--- src/rtl/instr_mem_loader_pkg.sv ---
// Debug/loader constants shared by the program loader, the debug unit and
// the decode-stage halt detection.
package instr_mem_loader_pkg;

   // Default datapath geometry
   localparam int DBG_N_BITS  = 8;    // UART byte width
   localparam int DBG_NB_DATA = 32;   // instruction word width
   localparam int DBG_NB_ADDR = 7;    // instruction memory word-address width

   // Debug command byte codes received over the UART
   localparam logic [7:0] DBG_CMD_LOAD  = 8'h4C;  // 'L' : program load
   localparam logic [7:0] DBG_CMD_RUN   = 8'h52;  // 'R' : run pipeline
   localparam logic [7:0] DBG_CMD_STEP  = 8'h53;  // 'S' : single step
   localparam logic [7:0] DBG_CMD_DUMP  = 8'h44;  // 'D' : dump data memory
   localparam logic [7:0] DBG_CMD_REGS  = 8'h47;  // 'G' : dump register file

   // Instruction word that ends a program (also detected by decode)
   localparam logic [31:0] DBG_HALT_WORD = 32'hFFFF_FFFF;

   // Idle cycles tolerated in the middle of a word before it is discarded
   localparam int DBG_TIMEOUT_CYC = 100000;

   // Loader state encoding
   typedef enum logic [1:0] {
      ST_IDLE  = 2'd0,
      ST_RECV  = 2'd1,
      ST_WRITE = 2'd2,
      ST_DONE  = 2'd3
   } loader_state_t;

   // True when the byte is the program-load command
   function automatic logic is_load_cmd(input logic [7:0] b);
      return b == DBG_CMD_LOAD;
   endfunction

endpackage

--- src/rtl/instr_mem_loader_if.sv ---
// Loader bus: UART byte stream in, instruction-memory write port and
// load status out. The loader sits on the slave side.
interface instr_mem_loader_if
   import instr_mem_loader_pkg::*;
#(
   parameter int N_BITS  = DBG_N_BITS,
   parameter int NB_DATA = DBG_NB_DATA,
   parameter int NB_ADDR = DBG_NB_ADDR
);
   // UART receiver side
   logic [N_BITS-1:0]  rx_data_i;
   logic               rx_done_i;

   // Instruction memory write port
   logic               wr_en_o;
   logic [NB_ADDR-1:0] wr_addr_o;
   logic [NB_DATA-1:0] wr_data_o;

   // Status towards the debug unit
   logic               loading_o;
   logic               load_done_o;
   logic               full_o;
   logic               timeout_o;
   logic [NB_ADDR:0]   words_loaded_o;

   // Byte source / status consumer
   modport master (
      output rx_data_i, rx_done_i,
      input  wr_en_o, wr_addr_o, wr_data_o,
      input  loading_o, load_done_o, full_o, timeout_o, words_loaded_o
   );

   // Program loader
   modport slave (
      input  rx_data_i, rx_done_i,
      output wr_en_o, wr_addr_o, wr_data_o,
      output loading_o, load_done_o, full_o, timeout_o, words_loaded_o
   );

endinterface

--- src/rtl/instr_mem_loader.sv ---
// Program loader: after a load command byte, packs UART bytes MSB-first
// into instruction words and writes them to consecutive word addresses
// starting at 0, until the halt word is written or memory is full.
module instr_mem_loader
   import instr_mem_loader_pkg::*;
#(
   parameter int                  N_BITS      = DBG_N_BITS,
   parameter int                  NB_DATA     = DBG_NB_DATA,
   parameter int                  NB_ADDR     = DBG_NB_ADDR,
   parameter logic [N_BITS-1:0]   CMD_LOAD    = DBG_CMD_LOAD,
   parameter logic [NB_DATA-1:0]  HALT_WORD   = DBG_HALT_WORD,
   parameter int                  TIMEOUT_CYC = DBG_TIMEOUT_CYC
) (
   input  logic                 clock_i,
   input  logic                 reset_i,
   instr_mem_loader_if.slave    bus
);

   localparam int BYTES_PER_WORD = NB_DATA / N_BITS;
   localparam int BCW            = (BYTES_PER_WORD > 1) ? $clog2(BYTES_PER_WORD) : 1;
   localparam int TW             = (TIMEOUT_CYC > 1) ? $clog2(TIMEOUT_CYC) : 1;

   localparam logic [BCW-1:0]     LAST_BYTE  = BCW'(BYTES_PER_WORD - 1);
   localparam logic [TW-1:0]      IDLE_LIMIT = TW'(TIMEOUT_CYC - 1);
   localparam logic [NB_ADDR-1:0] ADDR_LAST  = '1;

   loader_state_t        state, state_next;

   logic [NB_DATA-1:0]   shift_q;       // byte assembler
   logic [BCW-1:0]       byte_cnt_q;    // bytes of the current word so far
   logic [TW-1:0]        idle_cnt_q;    // silent cycles inside a word
   logic [NB_ADDR-1:0]   addr_q;        // address of the next word
   logic [NB_ADDR-1:0]   wr_addr_q;
   logic [NB_DATA-1:0]   wr_data_q;
   logic [NB_ADDR:0]     words_q;
   logic                 full_q;
   logic                 timeout_q;

   // Decoded per-cycle events
   logic                 strobe;
   logic                 cmd_seen;
   logic                 last_byte;
   logic                 timeout_hit;
   logic                 set_full;
   logic [NB_DATA-1:0]   shift_in;

   assign strobe    = bus.rx_done_i;
   assign cmd_seen  = strobe && (bus.rx_data_i == CMD_LOAD);
   assign last_byte = (byte_cnt_q == LAST_BYTE);
   assign shift_in  = {shift_q[NB_DATA-N_BITS-1:0], bus.rx_data_i};

   // State register
   always_ff @(posedge clock_i) begin
      // NOTE: sequential state uses non-blocking assignments so every
      // register samples the pre-edge values of the others.
      if (!reset_i) state <= ST_IDLE;
      else          state <= state_next;
   end

   // Next-state logic and single-cycle decisions
   always_comb begin
      // NOTE: every output of this block gets a default first so no path
      // leaves a value unassigned and no latch is inferred.
      state_next  = state;
      timeout_hit = 1'b0;
      set_full    = 1'b0;
      unique case (state)
         ST_IDLE: begin
            if (cmd_seen) state_next = ST_RECV;
         end
         ST_RECV: begin
            if (strobe) begin
               if (last_byte) state_next = ST_WRITE;
            end else if (byte_cnt_q != '0 && idle_cnt_q == IDLE_LIMIT) begin
               timeout_hit = 1'b1;
               state_next  = ST_IDLE;
            end
         end
         ST_WRITE: begin
            if (wr_data_q == HALT_WORD) begin
               state_next = ST_DONE;
            end else if (addr_q == ADDR_LAST) begin
               set_full   = 1'b1;
               state_next = ST_DONE;
            end else begin
               state_next = ST_RECV;
            end
         end
         ST_DONE: begin
            state_next = ST_IDLE;
         end
         default: state_next = ST_IDLE;
      endcase
   end

   // Byte assembly, addressing, word count and status registers
   always_ff @(posedge clock_i) begin
      if (!reset_i) begin
         shift_q    <= '0;
         byte_cnt_q <= '0;
         idle_cnt_q <= '0;
         addr_q     <= '0;
         wr_addr_q  <= '0;
         wr_data_q  <= '0;
         words_q    <= '0;
         full_q     <= 1'b0;
         timeout_q  <= 1'b0;
      end else begin
         timeout_q <= timeout_hit;
         unique case (state)
            ST_IDLE: begin
               if (cmd_seen) begin
                  shift_q    <= '0;
                  byte_cnt_q <= '0;
                  idle_cnt_q <= '0;
                  addr_q     <= '0;
                  words_q    <= '0;
                  full_q     <= 1'b0;
               end
            end
            ST_RECV: begin
               if (strobe) begin
                  shift_q    <= shift_in;
                  idle_cnt_q <= '0;
                  if (last_byte) begin
                     wr_data_q  <= shift_in;
                     wr_addr_q  <= addr_q;
                     byte_cnt_q <= '0;
                  end else begin
                     byte_cnt_q <= byte_cnt_q + 1'b1;
                  end
               end else if (byte_cnt_q != '0) begin
                  if (timeout_hit) begin
                     shift_q    <= '0;
                     byte_cnt_q <= '0;
                     idle_cnt_q <= '0;
                  end else begin
                     idle_cnt_q <= idle_cnt_q + 1'b1;
                  end
               end
            end
            ST_WRITE: begin
               words_q    <= words_q + 1'b1;
               idle_cnt_q <= '0;
               if (set_full) full_q <= 1'b1;
               if (state_next == ST_RECV) addr_q <= addr_q + 1'b1;
               // A byte arriving during the write starts the next word
               if (strobe) begin
                  shift_q    <= shift_in;
                  byte_cnt_q <= BCW'(1);
               end
            end
            default: ;
         endcase
      end
   end

   assign bus.wr_en_o        = (state == ST_WRITE);
   assign bus.wr_addr_o      = wr_addr_q;
   assign bus.wr_data_o      = wr_data_q;
   assign bus.loading_o      = (state == ST_RECV) || (state == ST_WRITE);
   assign bus.load_done_o    = (state == ST_DONE);
   assign bus.full_o         = full_q;
   assign bus.timeout_o      = timeout_q;
   assign bus.words_loaded_o = words_q;

endmodule

--- src/flat_wrapper.sv ---
// flat-port wrapper written by rule: the top's interface ports become plain ports
module instr_mem_loader_flat import instr_mem_loader_pkg::*;
#(
   parameter int                  N_BITS      = DBG_N_BITS,
   parameter int                  NB_DATA     = DBG_NB_DATA,
   parameter int                  NB_ADDR     = DBG_NB_ADDR,
   parameter logic [N_BITS-1:0]   CMD_LOAD    = DBG_CMD_LOAD,
   parameter logic [NB_DATA-1:0]  HALT_WORD   = DBG_HALT_WORD,
   parameter int                  TIMEOUT_CYC = DBG_TIMEOUT_CYC
)
  (clock_i, reset_i, bus_rx_data_i, bus_rx_done_i, bus_wr_en_o, bus_wr_addr_o, bus_wr_data_o, bus_loading_o, bus_load_done_o, bus_full_o, bus_timeout_o, bus_words_loaded_o);
  instr_mem_loader_if #(.N_BITS(N_BITS), .NB_DATA(NB_DATA), .NB_ADDR(NB_ADDR)) bus_i ();
  input  logic clock_i;
  input  logic reset_i;
  input wire logic [$bits(bus_i.rx_data_i)-1:0] bus_rx_data_i;
  input wire logic [$bits(bus_i.rx_done_i)-1:0] bus_rx_done_i;
  output wire logic [$bits(bus_i.wr_en_o)-1:0] bus_wr_en_o;
  output wire logic [$bits(bus_i.wr_addr_o)-1:0] bus_wr_addr_o;
  output wire logic [$bits(bus_i.wr_data_o)-1:0] bus_wr_data_o;
  output wire logic [$bits(bus_i.loading_o)-1:0] bus_loading_o;
  output wire logic [$bits(bus_i.load_done_o)-1:0] bus_load_done_o;
  output wire logic [$bits(bus_i.full_o)-1:0] bus_full_o;
  output wire logic [$bits(bus_i.timeout_o)-1:0] bus_timeout_o;
  output wire logic [$bits(bus_i.words_loaded_o)-1:0] bus_words_loaded_o;
  assign bus_i.rx_data_i = bus_rx_data_i;
  assign bus_i.rx_done_i = bus_rx_done_i;
  assign bus_wr_en_o = bus_i.wr_en_o;
  assign bus_wr_addr_o = bus_i.wr_addr_o;
  assign bus_wr_data_o = bus_i.wr_data_o;
  assign bus_loading_o = bus_i.loading_o;
  assign bus_load_done_o = bus_i.load_done_o;
  assign bus_full_o = bus_i.full_o;
  assign bus_timeout_o = bus_i.timeout_o;
  assign bus_words_loaded_o = bus_i.words_loaded_o;
  instr_mem_loader #(.N_BITS(N_BITS), .NB_DATA(NB_DATA), .NB_ADDR(NB_ADDR), .CMD_LOAD(CMD_LOAD), .HALT_WORD(HALT_WORD), .TIMEOUT_CYC(TIMEOUT_CYC)) u_core (.clock_i(clock_i), .reset_i(reset_i), .bus(bus_i));
endmodule
--- config.mk ---
export PLATFORM = sky130hd
export DESIGN_NAME = instr_mem_loader_flat
export DESIGN_NICKNAME = d
export VERILOG_FILES = /design/src/rtl/instr_mem_loader_pkg.sv /design/src/rtl/instr_mem_loader_if.sv /design/src/rtl/instr_mem_loader.sv /design/src/flat_wrapper.sv
export SDC_FILE = /design/constraint.sdc
export NUM_CORES = 1
export LEC_CHECK = 0
export CORE_MARGIN = 4
export CORE_UTILIZATION = 49
export CTS_CLUSTER_DIAMETER = 30
export DETAILED_ROUTE_END_ITERATION = 8
export PLACE_DENSITY = 0.81
export SLEW_MARGIN = 25
export SYNTH_ARGS = -nofsm -noshare
export SYNTH_HDL_FRONTEND = slang
export SYNTH_SLANG_ARGS = --single-unit
--- constraint.sdc ---
create_clock -name clock_i -period 2.6 [get_ports clock_i]
set_input_delay 0.65 -clock clock_i [delete_from_list [all_inputs] [get_ports clock_i]]
set_output_delay 0.65 -clock clock_i [all_outputs]
set_load 0.01 [all_outputs]
* Yosys cells after proc, flatten, opt, wreduce, memory -nomap -nowiden *
Index checks and enable logic that the tools add are counted.

word-level totals
  bits in registers = 101
  output and inout bits = 52
  input port bits = 11

operators by class
  reduce and logical (&&, ||, !) cells = 13
  add/subtract/negate cells = 4
  multiplexer cells = 39
  equality and inequality tests = 15

operators with widths
  cell                                                  count
  2-to-1 mux 24 bit                                     5
  case mux 24 bit (3 select lines)                      1
  2-to-1 mux 17 bit                                     4
  case mux 17 bit (3 select lines)                      1
  equality test 32 bit (second input constant)          1
  2-to-1 mux 2 bit                                      12
  adder 17 x 1 -> 17 bit (second input constant)        1
  equality test 17 bit (second input constant)          1
  case mux 8 bit (2 select lines)                       1
  2-to-1 mux 7 bit                                      2
  case mux 7 bit (2 select lines)                       1
  AND reduction 3 bit                                   4
  adder 8 x 1 -> 8 bit (second input constant)          1
  equality test 8 x 7 -> 1 bit (second input constant)  1
  2-to-1 mux 1 bit                                      8
  2-to-1 mux 8 bit                                      1
  case mux 2 bit (4 select lines)                       1
  adder 7 x 1 -> 7 bit (second input constant)          1
  equality test 7 bit (second input constant)           1
  equality test 2 bit (second input constant)           3
  != test 2 x 1 -> 1 bit (second input constant)        3
  != test 3 x 2 -> 1 bit (second input constant)        2
  case mux 2 bit (3 select lines)                       1
  AND reduction 5 bit                                   1
  other kinds (10)                                      13

* Depth between registers and ports, before layout *
  depth in word-level cells = 9
  mapped depth = 9

* Worst setup path before layout *
No wires, ideal clock.

  path kind = reg-to-reg
  from = register u_core.idle_cnt_q[5]
  to = register u_core.shift_q[11]
  stages on the path, launching flop included = 8
  slack = 0.094 ns
  setup time = 0.115 ns
  period minus slack after synthesis = 2.506 ns
  data arrival time = 2.391 ns
  path buffers = 1
  cells stage by stage = dfxtp_1 or4_1 or4_1 o31a_1 a211o_1 buf_2 and2_1 o21a_1

between the ends
  word-level cells in the longest chain between the ends = 7

RTL lines
  what                                     RTL line                 source
  from (decl)                              instr_mem_loader.sv:31   logic [TW-1:0] idle_cnt_q;
  from (signal assigned)                   instr_mem_loader.sv:138  idle_cnt_q <= idle_cnt_q + 1'b1;
  equality test 17 bit                     instr_mem_loader.sv:74   end else if (byte_cnt_q != '0 && idle_cnt_q == IDLE_LIMIT) begin
  logical AND 1 bit                        instr_mem_loader.sv:74
  2-to-1 mux 1 bit                         instr_mem_loader.sv:74
  2-to-1 mux 1 bit                         instr_mem_loader.sv:72   if (strobe) begin
  2-to-1 mux 1 bit                         instr_mem_loader.sv:67   unique case (state)
  != test 3 x 2 -> 1 bit (no source line)  n/a
  AND reduction 5 bit (no source line)     n/a
  to (signal assigned)                     instr_mem_loader.sv:123  shift_q <= shift_in;
  to (signal assigned)                     instr_mem_loader.sv:149  shift_q <= shift_in;
  to (decl)                                instr_mem_loader.sv:29   logic [NB_DATA-1:0] shift_q;

Every way passes these cells.
A chain may end at the register's enable or synchronous reset.

* Worst setup path after layout *
  from = register u_core.idle_cnt_q[5]
  to = register u_core.shift_q[23]

Same word-level chain as after synthesis.

==> impl_summary.log <==
[metrics] result of the run: finished clean
[metrics] worst hold slack across all endpoints: ~460 ps
[metrics] minimum clock period: ~2500 ps
[metrics] number of DRC violations after detailed-routing iteration 0: between 150 and 200
[metrics] normalized max-slew margin: 0.682
[metrics] drt total wl: 10.4 mm
[metrics] area added between synthesis and finish: 29.2%
[metrics] Internal Pwr Total: 1.96 mW
[metrics] per-cell via count in the routed design: approximately 5.4
[metrics] routing usage on met3: 0.0560
[metrics] number of cells on the worst hold path: 2
[metrics] worst min path class: reg -> reg
[metrics] startpoint types: register
[metrics] die boundary width: between 100 and 150 um
[metrics] number of iterations in the first detailed-routing pass: 4
[metrics] share of post-route cells with drive strength above 1: 0.111
[metrics] die area: 0.0105 mm2
[metrics] worst-skew pair later-pin latency: 370 ps
[metrics] final-stage net count: roughly 660
[metrics] WL per Instance: around 14 um
[metrics] worst-margin pin slew: 472 ps
[metrics] clk sinks: roughly 100
[metrics] CP Data Arrival Time: around 2800 ps
[metrics] WP data required: approximately 2900 ps
[metrics] clock tree from TritonCTS: yes
[metrics] global-route wire length before repair: 17.2 mm
[metrics] number of buffers on the longest clock path: 2
[metrics] portion of total power attributed to combinational logic: 0.031
[metrics] total CTS buffers: 9
[metrics] cell row count: 34
[metrics] library cells used by synthesis: 40
[metrics] CTS H-Tree Depth: 3
[metrics] number of nets still failing antenna checks after routing: 0
[metrics] final global-route overflow total: 0
[metrics] Mean Syn Cell Area: about 8 um2
[metrics] type of destination of the critical path: register
[metrics] PnR Total Power: ~2.6 mW
[metrics] number of global-route vias before repair: roughly 3800
[metrics] Via Count: roughly 4000
[metrics] most common library cell in the layout ignoring fill and taps: sky130_fd_sc_hd__nand2_1
[metrics] initial antenna violation count: 0
[metrics] commonest cells after routing, fill and taps aside: 122 x sky130_fd_sc_hd__nand2_1, 101 x sky130_fd_sc_hd__dfxtp_1, 62 x sky130_fd_sc_hd__clkdlybuf4s50_1
[metrics] fin crit share: 0.976
[metrics] number of max-slew violations in the final report: 0
[metrics] Worst Reg-to-Reg Cells: 7
[metrics] buffer cell driving the clock tree root: sky130_fd_sc_hd__clkbuf_8
[metrics] count of final setup violators: 0
[metrics] top area cells in the synthesized netlist: sky130_fd_sc_hd__dfxtp_1 46%, sky130_fd_sc_hd__nand2_1 11%, sky130_fd_sc_hd__nor2_1 4.5%
[metrics] Design Area, Final: ~0.0056 mm2
[metrics] Die Ht: 102 um
[metrics] number of max-cap violations: 0
[metrics] total I/O pin count: 63
[metrics] busiest layer in global routing: met2
[metrics] portion of total power attributed to the clock network: 0.369
[metrics] largest net degree at the start of global routing: 43
[metrics] post-cts hold buffer count: 0
[metrics] Fill cells: 755
[metrics] fraction of post-synthesis cell area in the top cell type by area: 0.464
[metrics] switch share: 0.241
[metrics] LEAKAGE: between 1.5 and 2 nW
[metrics] GRT Total Usage: 0.204
[metrics] part of the power in registers: 0.600
[metrics] Ys Warns: 0
[metrics] CTS clock-pin slew for the worst setup and hold paths: around 110 ps
[metrics] syn nets: ~560
[metrics] Max Clock Skew: approximately 19 ps
[metrics] post-place instance area: about 0.0054 mm2
[metrics] maximum fanout along the worst path: 19
[metrics] grt met1 use: 0.258
[metrics] Peak Freq: about 390 MHz
[metrics] number of antenna cells inserted: 0
[metrics] cell count after synthesis: 542
[metrics] switching power: 622 uW
[metrics] final design utilization: 0.649
[metrics] post-detailed-route DRC marker count: 0
[metrics] mapped cell area: roughly 0.0044 mm2
[metrics] sequential fraction of the synthesis area: 0.464
[metrics] register bit total from synthesis: between 100 and 150
[metrics] Core ar.: ~0.0087 mm2
[metrics] power density over cell area: about 460 mW/mm2
[metrics] hold violation total from the final report: 0
[metrics] total negative slack for setup checks: 0 ps
[metrics] global-route track usage on met2: 0.345
[metrics] gp weighted congestion: a little under 0.9
[metrics] cell taking the most area after synthesis: sky130_fd_sc_hd__dfxtp_1
[metrics] category of the critical setup timing path: reg -> reg
[metrics] initial core utilization: 0.502
[metrics] worst IR drop on VDD: between 0.2 and 0.3 mV
[metrics] Buffers on Ports: between 60 and 70
[metrics] placed wire-length estimate: ~7.5 mm
layer usage:
layer / vias to the layer above / wire [um]
met5: - / 0
met3: 15 / 479
li1: 2011 / -
met2: 99 / 5160
met1: 1921 / 4680
met4: 0 / 120
area by class of cell:
type / count / area, um2 / area share
tap: 108 / 135 / 0.0240
timing repair buffer: 109 / 1020 / 0.180
multi-input combinational: 401 / 2220 / 0.393
clock buffer: 9 / 124 / 0.0220
clock inverter: 7 / 68.8 / 0.0122
sequential: 101 / 2020 / 0.359
inverter: 14 / 52.6 / 0.00933
critical path, cell delays in order (launching register included):
cell and delay [ps]:
sky130_fd_sc_hd__dfxtp_1 320, sky130_fd_sc_hd__or4_1 530, sky130_fd_sc_hd__or4_4 440, sky130_fd_sc_hd__o31a_1 290, sky130_fd_sc_hd__a211o_4 360, sky130_fd_sc_hd__clkbuf_16 190, sky130_fd_sc_hd__and2_1 150, sky130_fd_sc_hd__o21a_1 180
registers in the layout (all words and copies together), names as in the netlist:
name,flops
u_core.bus.words_loaded_o,8
u_core.shift_q,24
u_core.idle_cnt_q,17
u_core.bus.wr_addr_o,7
u_core.byte_cnt_q,2
u_core.bus.full_o,1
u_core.bus.timeout_o,1
u_core.addr_q,7
u_core.bus.wr_data_o,32
u_core.state,2
power by group through the flow:
stage	clock (mW)	sequential (mW)	combinational, mW
detailed placement	0	1.58	0.0781
finish	0.953	1.55	0.0800
floorplan	0	1.58	0.0295
CTS	0.980	1.55	0.0786
global route	1.05	1.55	0.0862
global placement	0	1.58	0.0774
per-stage QoR:
| step | std cells | worst slack [ps] |
|---|---|---|
| global route | 749 | -3.57 |
| detailed placement | 730 | -274 |
| floorplan | 542 | 94.4 |
| global placement | 730 | -135 |
| finish | 749 | 63.3 |
| CTS | 747 | 13.0 |
synth_stat cells (all sizes together):
library cell	instances
clkinv	1
a22oi	1
a31o	1
nor4b	1
xor2	9
o31ai	1
a32oi	1
and2	26
inv	13
nand2	122
nand4	15
o31a	1
o41ai	1
and3	3
nor2	52
nor4bb	1
nor2b	3
buf	2
dfxtp	101
nand3	14
ha	9
o21ai	15
o21a	25
or2	1
or3	10
a21boi	19
a41oi	2
a211o	1
nor3	5
mux2i	2
or4	5
nor3b	2
o211ai	2
clkbuf	24
xnor2	9
a21oi	37
nor4	5
repair_timing:
action | CTS | global route
buffers inserted | 1 | 1
resized for setup | 0 | 7
pin swaps | 2 | 2
gates cloned | 0 | 1
endpoints found under the setup margin | 7 | 31
cell families (layout without fill, tap and decap cells):
logic type	count (synthesis)	in the layout	synth area share
and+or+nand+nor	265	265	0.278
AOI/OAI and AO/OA	107	107	0.156
DFF	101	101	0.464
buffers and inverters	40	139	0.0347
xor gates and xnor gates	18	18	0.0362
adders and majority gates	9	9	0.0258
muxes	2	2	0.00459
path summary, 6_finish.rpt:
check	slack (ps)	to	start
worst max-delay path	60	u_core.shift_q[23]	u_core.idle_cnt_q[5]
worst min-delay path	460	u_core.bus.wr_addr_o[0]	u_core.bus.wr_addr_o[0]
worst max register to register	60	u_core.shift_q[23]	u_core.idle_cnt_q[5]
worst min register to register	460	u_core.bus.wr_addr_o[0]	u_core.bus.wr_addr_o[0]
Note: power is estimated with default switching activity, not from simulation.
